$ cat src/rtl/lcd_cmd_sched_if.sv
// Handshake bundle between host, scheduler and LCD controller.
//   master : host/controller side (drives command offer and controller status)
//   slave  : scheduler side (drives host_ready and the command strobe)
interface lcd_cmd_sched_if;
  logic [2:0] host_cmd;
  logic       host_valid;
  logic       host_ready;
  logic       lcd_busy;
  logic       lcd_done;
  logic [2:0] lcd_cmd;
  logic       lcd_cmd_valid;

  modport master (
    output host_cmd, host_valid, lcd_busy, lcd_done,
    input  host_ready, lcd_cmd, lcd_cmd_valid
  );

  modport slave (
    input  host_cmd, host_valid, lcd_busy, lcd_done,
    output host_ready, lcd_cmd, lcd_cmd_valid
  );
endinterface

$ cat src/rtl/lcd_cmd_sched.sv
// LCD command scheduler: buffers host commands in a small FIFO, waits for the
// controller's image-load phase, then issues one command per idle cycle until
// the write-back command, after which it parks until the controller is done.
// Ports:
//   clk          - clock, rising edge
//   reset        - asynchronous active-low reset
//   bus          - host valid/ready command port and controller command strobe
//   fifo_level   - current FIFO occupancy
//   issued_cnt   - saturating count of commands issued since reset
//   sched_state  - 0 WAIT_INIT, 1 RUN, 2 WB_WAIT, 3 FIN
module lcd_cmd_sched #(
  parameter int unsigned DEPTH = 4,
  parameter int unsigned CNT_W = 8
) (
  input  logic                     clk,
  input  logic                     reset,
  lcd_cmd_sched_if.slave           bus,
  output logic [$clog2(DEPTH):0]   fifo_level,
  output logic [CNT_W-1:0]         issued_cnt,
  output logic [1:0]               sched_state
);

  localparam int unsigned AW = $clog2(DEPTH);
  localparam int unsigned LW = AW + 1;

  typedef enum logic [1:0] {
    ST_WAIT_INIT = 2'd0,
    ST_RUN       = 2'd1,
    ST_WB_WAIT   = 2'd2,
    ST_FIN       = 2'd3
  } state_t;

  state_t          r_state;
  state_t          w_state_nxt;
  logic [2:0]      r_mem [DEPTH];
  logic [AW-1:0]   r_wr_ptr;
  logic [AW-1:0]   r_rd_ptr;
  logic [LW-1:0]   r_level;
  logic [CNT_W-1:0] r_cnt;
  logic [2:0]      r_lcd_cmd;
  logic            r_lcd_cmd_valid;

  logic            w_full;
  logic            w_empty;
  logic [2:0]      w_head;
  logic            w_ready;
  logic            w_issue;
  logic            w_flush;
  logic            w_push;

  assign w_full  = (r_level == LW'(DEPTH));
  assign w_empty = (r_level == '0);
  assign w_head  = r_mem[r_rd_ptr];

  // Next state, accept window and issue decision
  always_comb begin
    w_state_nxt = r_state;
    w_ready     = 1'b0;
    w_issue     = 1'b0;
    w_flush     = 1'b0;
    case (r_state)
      ST_WAIT_INIT: begin
        w_ready = !w_full;
        if (!bus.lcd_busy) w_state_nxt = ST_RUN;
      end
      ST_RUN: begin
        w_ready = !w_full;
        if (!w_empty && !bus.lcd_busy) begin
          w_issue = 1'b1;
          if (w_head == 3'd0) w_state_nxt = ST_WB_WAIT;
        end
      end
      ST_WB_WAIT: begin
        if (bus.lcd_done) begin
          w_state_nxt = ST_FIN;
          w_flush     = 1'b1;
        end
      end
      ST_FIN: begin
      end
    endcase
  end

  // Ready is gated by reset so it reads 0 while reset is held
  assign w_push         = bus.host_valid & w_ready;
  assign bus.host_ready = reset & w_ready;

  // FIFO storage; contents need no reset
  always_ff @(posedge clk) begin
    if (w_push) r_mem[r_wr_ptr] <= bus.host_cmd;
  end

  // State register
  always_ff @(posedge clk or negedge reset) begin
    if (!reset) r_state <= ST_WAIT_INIT;
    else        r_state <= w_state_nxt;
  end

  // FIFO pointers, level, command strobe and issue counter
  always_ff @(posedge clk or negedge reset) begin
    if (!reset) begin
      r_wr_ptr        <= '0;
      r_rd_ptr        <= '0;
      r_level         <= '0;
      r_cnt           <= '0;
      r_lcd_cmd       <= 3'd0;
      r_lcd_cmd_valid <= 1'b0;
    end else begin
      r_lcd_cmd_valid <= w_issue;
      if (w_issue) r_lcd_cmd <= w_head;
      if (w_issue && (r_cnt != '1)) r_cnt <= r_cnt + CNT_W'(1);
      if (w_flush) begin
        r_wr_ptr <= '0;
        r_rd_ptr <= '0;
        r_level  <= '0;
      end else begin
        if (w_push)  r_wr_ptr <= r_wr_ptr + AW'(1);
        if (w_issue) r_rd_ptr <= r_rd_ptr + AW'(1);
        case ({w_push, w_issue})
          2'b10:   r_level <= r_level + LW'(1);
          2'b01:   r_level <= r_level - LW'(1);
          default: r_level <= r_level;
        endcase
      end
    end
  end

  assign bus.lcd_cmd       = r_lcd_cmd;
  assign bus.lcd_cmd_valid = r_lcd_cmd_valid;
  assign fifo_level        = r_level;
  assign issued_cnt        = r_cnt;
  assign sched_state       = r_state;

endmodule

$ cat src/flat_wrapper.sv
// flat-port wrapper written by rule: the top's interface ports become plain ports
module lcd_cmd_sched_flat 
#(
  parameter int unsigned DEPTH = 4,
  parameter int unsigned CNT_W = 8
)
  (clk, reset, fifo_level, issued_cnt, sched_state, bus_host_cmd, bus_host_valid, bus_lcd_busy, bus_lcd_done, bus_host_ready, bus_lcd_cmd, bus_lcd_cmd_valid);
  lcd_cmd_sched_if bus_i ();
  input  logic clk;
  input  logic reset;
  output logic [$clog2(DEPTH):0] fifo_level;
  output logic [CNT_W-1:0] issued_cnt;
  output logic [1:0] sched_state;
  input wire logic [$bits(bus_i.host_cmd)-1:0] bus_host_cmd;
  input wire logic [$bits(bus_i.host_valid)-1:0] bus_host_valid;
  input wire logic [$bits(bus_i.lcd_busy)-1:0] bus_lcd_busy;
  input wire logic [$bits(bus_i.lcd_done)-1:0] bus_lcd_done;
  output wire logic [$bits(bus_i.host_ready)-1:0] bus_host_ready;
  output wire logic [$bits(bus_i.lcd_cmd)-1:0] bus_lcd_cmd;
  output wire logic [$bits(bus_i.lcd_cmd_valid)-1:0] bus_lcd_cmd_valid;
  assign bus_i.host_cmd = bus_host_cmd;
  assign bus_i.host_valid = bus_host_valid;
  assign bus_i.lcd_busy = bus_lcd_busy;
  assign bus_i.lcd_done = bus_lcd_done;
  assign bus_host_ready = bus_i.host_ready;
  assign bus_lcd_cmd = bus_i.lcd_cmd;
  assign bus_lcd_cmd_valid = bus_i.lcd_cmd_valid;
  lcd_cmd_sched #(.DEPTH(DEPTH), .CNT_W(CNT_W)) u_core (.clk(clk), .reset(reset), .bus(bus_i), .fifo_level(fifo_level), .issued_cnt(issued_cnt), .sched_state(sched_state));
endmodule
$ cat config.mk
export PLATFORM = sky130hd
export DESIGN_NAME = lcd_cmd_sched_flat
export DESIGN_NICKNAME = d
export VERILOG_FILES = /design/src/rtl/lcd_cmd_sched_if.sv /design/src/rtl/lcd_cmd_sched.sv /design/src/flat_wrapper.sv
export SDC_FILE = /design/constraint.sdc
export NUM_CORES = 1
export LEC_CHECK = 0
export ABC_CLOCK_PERIOD_IN_PS = 6750
export BUFFER_PORTS_ARGS = -buffer_cell sky130_fd_sc_hd__buf_4
export CAP_MARGIN = 15
export CORE_UTILIZATION = 58
export CTS_BUF_LIST = sky130_fd_sc_hd__clkbuf_16
export CTS_CLUSTER_SIZE = 24
export DETAILED_ROUTE_END_ITERATION = 10
export PLACE_DENSITY_LB_ADDON = 0.08
export SLEW_MARGIN = 20
export SYNTH_ARGS = -nofsm -noshare
export SYNTH_HDL_FRONTEND = slang
export SYNTH_SLANG_ARGS = --single-unit
$ cat constraint.sdc
create_clock -name clk -period 6.75 [get_ports clk]
set_clock_uncertainty 0.15 [all_clocks]
set_input_delay 1.0125 -clock clk [delete_from_list [all_inputs] [get_ports clk]]
set_output_delay 1.0125 -clock clk [all_outputs]
set_load 0.005 [all_outputs]
==> results of run 1 <==
[worst paths after layout]
check	start	to	slack, ns	cells after the start
max	reset	bus_host_ready	3.88	4
min	u_core.issued_cnt[6]$_DFFE_PN0P_	u_core.issued_cnt[6]$_DFFE_PN0P_	0.36	1
max reg2reg	u_core.sched_state[1]$_DFFE_PN0P_	u_core.fifo_level[2]$_DFFE_PN0P_	4.10	11
min reg2reg	u_core.issued_cnt[6]$_DFFE_PN0P_	u_core.issued_cnt[6]$_DFFE_PN0P_	0.36	1
max in group asynchronous	reset	u_core.r_wr_ptr[0]$_DFFE_PN0P_	5.77	1
min in group asynchronous	reset	u_core.bus.lcd_cmd[0]$_DFFE_PN0P_	0.47	1
[cell families after synthesis]
family	Yosys count
AO/OA/AOI/OAI	9
multiplexers	9
XOR/XNOR	12
flip-flops	33
adder cells (fa/ha/maj)	10
AND/OR/NAND/NOR	36
buffers and inverters	17
[layout by cell type, fill, tap and decap left out]
cell type and n:
a2111oi_0 1, a211oi_1 1, a211oi_2 1, a21oi_1 2, a31oi_1 2, and2_1 5
and3_1 1, buf_4 25, clkbuf_16 5, clkinv_1 1, dfrtp_1 21, edfxtp_1 12
fa_1 1, ha_1 9, inv_1 16, mux2_1 1, mux2_2 4, mux2i_1 1
mux4_1 1, mux4_2 2, nand2_1 2, nand3_1 3, nand4_1 2, nor2_1 12
nor2_2 1, nor2b_1 1, nor3_1 5, nor4_1 1, o2111ai_2 1, o21ai_0 1
or2_1 1, or3_1 2, xnor2_1 4, xor2_1 8
[report_power, final]
part | internal, mW | switching (mW)
Clock | 0.132 | 0.0740
Sequential | 0.279 | 0.0711
Combinational | 0.178 | 0.166
[flip-flops by register name, summed over array words and instances, names as in the netlist]
register,flops
u_core.bus.lcd_cmd,3
u_core.bus.lcd_cmd_valid,1
u_core.fifo_level,3
u_core.issued_cnt,8
u_core.r_mem,12
u_core.r_rd_ptr,2
u_core.r_wr_ptr,2
u_core.sched_state,2
[worst reg2reg max path, cell delays in order (launching register included)]
cell	delay (ns)
dfrtp_1	0.41
inv_1	0.09
ha_1	0.24
nor2_1	0.09
a211oi_2	0.48
inv_1	0.10
ha_1	0.23
inv_1	0.07
fa_1	0.17
xor2_1	0.08
or3_1	0.30
a21oi_1	0.17
[metal layers]
layer  track usage  wire length (um)  up-vias
met5             0                 0        -
met4        0.0641                25        0
met3        0.0972               157        4
met2         0.376              1370       26
met1         0.278              1300      490
li1              -                 -      489
[layout make-up]
type,instances,area [um^2]
Multi-Input combinational cell,76,627
Inverter,14,52.6
Fill cell,173,596
Clock inverter,3,11.3
Tap cell,30,37.5
Timing Repair Buffer,25,188
Sequential cell,33,886
Clock buffer,5,125
[through the flow]
| stage | area (um^2) | setup slack, ns | hold slack, ns | utilization |
|---|---|---|---|---|
| after floorplan | 1580 | 3.88 | 0.334 | - |
| after global placement | 1790 | 3.78 | 0.333 | 0.710 |
| after detailed placement | 1790 | 3.65 | 0.338 | 0.710 |
| after CTS | 1930 | 3.87 | 0.355 | 0.764 |
| after global routing | 1930 | 3.78 | 0.363 | 0.764 |
| final | 1930 | 3.88 | 0.356 | 0.764 |
==> metrics, run 1 <==
max incr delay on CP=0.26 ns; number of global-route vias before repair=988; Die X=54.3 um; main combinational cell family by area after synthesis=simple AND/OR/NAND/NOR gates; share of layout cells above drive strength 1=0.250; Yosys top cell by area=dfrtp_1; largest net degree at the start of global routing=23; post-synth top area share=0.332; CP Launch Type=input pin; Sum Neg Setup Slack=0 ns; H-tree depth reported by CTS=2; #FFs+latches synth=33; final setup violating endpoints=0; Slew @ Worst Pin=0.605 ns; die area=0.00294 mm^2; VDD IR-drop max=0.000379 V; Syn Nets=144; slowest library cell on the worst path=buf_4; Lkg Pwr=0.883 nW; Num CTS Buffers=5; Initial Util=0.628; fmax=0.348 GHz; Vias=1009; syn_area_per_cell=12.6 um^2; GP Congestion=0.760; dpl hpwl=2140 um; maxcap violations=0; mux contribution to synthesized area=0.0869; clock period minus worst slack=2.87 ns; Total GRT Usage=0.230; post-route insts no fill=186; xor-xnor portion of the synthesized cell area=0.0664; clk_lat worst skew=0.27 ns; I/O Pins=26; CTS tree=done; CTS Root Cell=clkbuf_16; Synth Warn #=0; CTS Hold Bufs=0; synth-to-layout area growth=21.6%; post-synthesis async set-or-reset flop share=0.636; CP Data Required Time=5.59 ns; Post-Synth Simple-Gate Area=0.114; kind of critical path=in -> out; CTS Sinks=33; adder-cell share of the synthesized area=0.0837; Reg clk slew, reported paths=0.05 ns; status=completed; Max clock buf depth=2; Core ar.=0.00252 mm^2; top-count cell post-synth=dfrtp_1; placed insts=178; Max FO, Critical Path=22; Pre-antenna DRT Iters=4; std cell rows=18; headroom to the max-slew limit=0.586; post-synthesis cell type count=33; power density cells=467 mW/mm^2; first-pass GRT wire length=4460 um; Post-synth top cells=dfrtp_1 (21), inv_1 (14), edfxtp_1 (12), nor2_1 (12), ha_1 (9); RSZ-0062 raised after global routing=no; top cells by area, synth=dfrtp_1 (33%), edfxtp_1 (23%), ha_1 (7.1%), xor2_1 (4.4%), inv_1 (3.3%); n_diodes=0; total grt overflow=0; cts repair resizes=0; Worst setup EP type=output pin; via/cell ratio=5.42; endpoints failing hold=0; worst min-delay path class=reg -> reg; Buf/Inv on CP=3; CP most frequent cell=buf_4; die boundary height=54.3 um; WL/cell=15.3 um; CP arrival=1.71 ns; final wirelength=2840 um; fin crit share=0.426; max-slew violations=0; # DRC=0; initial antenna violation count=0; final layout net count=173; ANT nets after route=0; commonest register cell after synthesis=dfrtp_1; Port-buffer cells=25; Post-CTS Setup Inserts=0; CP top delay family=buffers and inverters; Cells after Synth=126; sequential-to-total area share from yosys stat=0.559; total power=0.900 mW; Cell Area, Synth=0.00158 mm^2; Post-synth EDFFs=12; DR iter-0 viols=25; Synth Area in Compound Gates=0.0450; critical path cell sequence=buf_4 > inv_1 > a211oi_1 > buf_4
No activity file was read; power rests on OpenSTA's default activity.
==> run 2, diff against run 1 <==
--- a/config.mk
+++ b/config.mk
@@ -5,10 +5,10 @@
 export SDC_FILE = /design/constraint.sdc
 export NUM_CORES = 1
 export LEC_CHECK = 0
-export ABC_CLOCK_PERIOD_IN_PS = 6750
+export ABC_CLOCK_PERIOD_IN_PS = 2400
 export BUFFER_PORTS_ARGS = -buffer_cell sky130_fd_sc_hd__buf_4
 export CAP_MARGIN = 15
-export CORE_UTILIZATION = 58
+export CORE_UTILIZATION = 49
 export CTS_BUF_LIST = sky130_fd_sc_hd__clkbuf_16
 export CTS_CLUSTER_SIZE = 24
 export DETAILED_ROUTE_END_ITERATION = 10
==> constraint.sdc (replaced) <==
create_clock -name clk -period 2.4 [get_ports clk]
set_clock_uncertainty 0.15 [all_clocks]
set_input_delay 0.36 -clock clk [delete_from_list [all_inputs] [get_ports clk]]
set_output_delay 0.36 -clock clk [all_outputs]
set_load 0.005 [all_outputs]
==> run 2 against run 1 <==
Compared with the run above: final cell count rose by 13%; via count grew 5.5%; register-to-register slack got worse by 4.1 ns; routed wire length grew 6.4%; setup slack lost 3.8 ns; combinational power rose to 3.4 times the previous value; largest cell class unchanged; sequential cell count unchanged; non-clock buffer count grew 11.
==> metrics, run 2 (synthesized netlist as in run 1, its figures left out) <==
fmax=0.424 GHz; initial antenna violation count=0 (unchanged); Max FO, Critical Path=4 (-82%); die area=0.00346 mm^2 (+18%); final wirelength=3030 um (+6.4%); H-tree depth reported by CTS=2 (unchanged); dpl hpwl=2210 um (+3.5%); minimum hold slack=0.131 ns (-0.225 ns); RSZ-0062 raised after global routing=yes; WL/cell=14.3 um (-6.2%); max reg flops=12 (unchanged); Slew @ Worst Pin=0.503 ns (-0.102 ns); Initial Util=0.519 (-0.109); die boundary height=58.9 um (+8.5%); combinational fraction of design power=0.415 (+0.032); Total GRT Usage=0.209 (-0.0211); fin crit share=0.982; ANT nets after route=0 (unchanged); CTS tree=done; final worst slack=0.0434 ns (-3.83 ns); status=completed; CP Launch Type=register; pre-CTS setup slack=-0.0580 ns (-3.71 ns); via/cell ratio=5.04 (-7.0%); CTS Root Cell=clkbuf_16; Buf/Inv on CP=2 (-1); std cell rows=20 (+2); clock period minus worst slack=2.36 ns; largest net degree at the start of global routing=23 (unchanged); Reg power frac=0.337 (-0.051); Top reg by flops=u_core.r_mem; final layout net count=184 (+6.4%); clock share of power=0.249 (+0.020); Pre-antenna DRT Iters=4 (unchanged); CP arrival=2.41 ns (+0.70 ns); synth-to-layout area growth=33.4%; power density cells=1350 mW/mm^2 (+190%); critical path cell sequence=inv_1 > ha_4 > and3_4 > ha_2 > inv_1 > fa_2 > xor2_1 > or3_4 > a21oi_2; commonest cells after routing, fill and taps aside=buf_4 (35), dfrtp_1 (20), inv_1 (14), edfxtp_1 (12), nor2_1 (11); CP most frequent cell=inv_1; GP Congestion=0.808 (+6.4%); CP Data Required Time=2.45 ns (-3.14 ns); Vias=1064 (+5.5%); CP top delay family=adder cells; VDD IR-drop max=0.000842 V (+120%); Core ar.=0.00305 mm^2 (+21%); clk_lat worst skew=0.28 ns (about the same); Worst setup EP type=register; Max clock buf depth=2 (unchanged); Die X=58.9 um (+8.5%); I/O Pins=26 (unchanged); max-slew violations=0 (unchanged); internal power=1.91 mW (+220%); Port-buffer cells=25 (unchanged); total grt overflow=0 (unchanged); final setup violating endpoints=0 (unchanged); endpoints failing hold=0 (unchanged); NetSw=0.941 mW (+200%); most common cell after layout, fill and taps aside=buf_4; Sw Share=0.330 (-0.0157); Lkg Pwr=0.945 nW (+6.9%); Num CTS Buffers=5 (unchanged); # DRC=0 (unchanged); number of global-route vias before repair=1143 (+16%); share of layout cells above drive strength 1=0.365 (+0.115); CTS Sinks=33 (unchanged); Reg clk slew, reported paths=0.06 ns (about the same); kind of critical path=reg -> reg; headroom to the max-slew limit=0.656 (+0.0698); # fillers=236 (+36%); slowest library cell on the worst path=or3_4; n_diodes=0 (unchanged); maxcap violations=0 (unchanged); max incr delay on CP=0.39 ns (+0.13 ns); first-pass GRT wire length=5130 um (+15%); worst min-delay path class=in -> reg; DR iter-0 viols=22 (-12%)
run 2: worst register-to-register path, delay by kind of cell (launching register included):
family | cells | cell delay [ns]
adder cells (fa/ha/maj) | 3 | 0.71
AND/OR/NAND/NOR | 2 | 0.59
flip-flops | 1 | 0.37
buffers and inverters | 2 | 0.19
XOR/XNOR | 1 | 0.16
AO/OA/AOI/OAI | 1 | 0.12
run 2: final cells by class:
cell class | instances | area [um^2] | share of cell area
timing repair buffer | 36 | 273 | 0.129
multi-input combinational | 76 | 683 | 0.323
clock inverter | 3 | 37.5 | 0.0178
clock buffer | 5 | 125 | 0.0592
tap | 44 | 55.1 | 0.0261
sequential | 33 | 887 | 0.420
inverter | 14 | 52.6 | 0.0249
run 2: power by group through the flow:
| stage | Sequential (mW) | Clock (mW) | Combinational, mW |
|---|---|---|---|
| global route | 0.993 | 0.744 | 1.33 |
| detailed placement | 0.967 | 0 | 1.07 |
| CTS | 0.957 | 0.722 | 1.11 |
| global placement | 0.953 | 0 | 1.03 |
| finish | 0.961 | 0.709 | 1.18 |
| floorplan | 0.946 | 0 | 0.650 |
run 2: final timing paths:
kind                       cells past startpoint                               from  slack, ns                           endpoint
setup / recovery                               9  u_core.sched_state[1]$_DFFE_PN0P_       0.04   u_core.fifo_level[2]$_DFFE_PN0P_
hold / removal                                 1                    bus_host_cmd[1]       0.13       u_core.r_mem[2][1]$_DFFE_PP_
setup reg to reg                               9  u_core.sched_state[1]$_DFFE_PN0P_       0.04   u_core.fifo_level[2]$_DFFE_PN0P_
hold reg to reg                                1   u_core.issued_cnt[6]$_DFFE_PN0P_       0.36   u_core.issued_cnt[6]$_DFFE_PN0P_
max in group asynchronous                      2                              reset       1.50  u_core.sched_state[0]$_DFFE_PN0P_
min in group asynchronous                      2                              reset       0.35   u_core.issued_cnt[1]$_DFFE_PN0P_
run 2: per-layer routing:
layer  vias to the layer above  part of all wire  GRT usage
li1                        511                 -          -
met1                       522              0.42      0.235
met2                        25              0.52      0.357
met3                         6             0.046     0.0725
met4                         0             0.011     0.0952
met5                         -                 0          0
run 2: per-stage QoR:
| step | utilization | setup TNS, ns | area [um^2] | power [mW] | std cells |
|---|---|---|---|---|---|
| floorplan | - | 0 | 1590 | 1.60 | 126 |
| global placement | 0.609 | 0 | 1860 | 1.98 | 199 |
| detailed placement | 0.609 | -0.0580 | 1860 | 2.04 | 199 |
| CTS | 0.672 | 0 | 2050 | 2.78 | 209 |
| global route | 0.692 | -0.0424 | 2110 | 3.06 | 211 |
| finish | 0.692 | 0 | 2110 | 2.85 | 211 |
run 2: what timing repair did:
item / 4_1_cts / 5_1_grt
gates resized for setup: 4 / 10
hold buffers: 1 / 0
hold endpoints to repair: 21 / 0
setup buffers: 1 / 2
gates cloned: 0 / 0
pin swaps: 1 / 3
setup endpoints to repair: 1 / 2
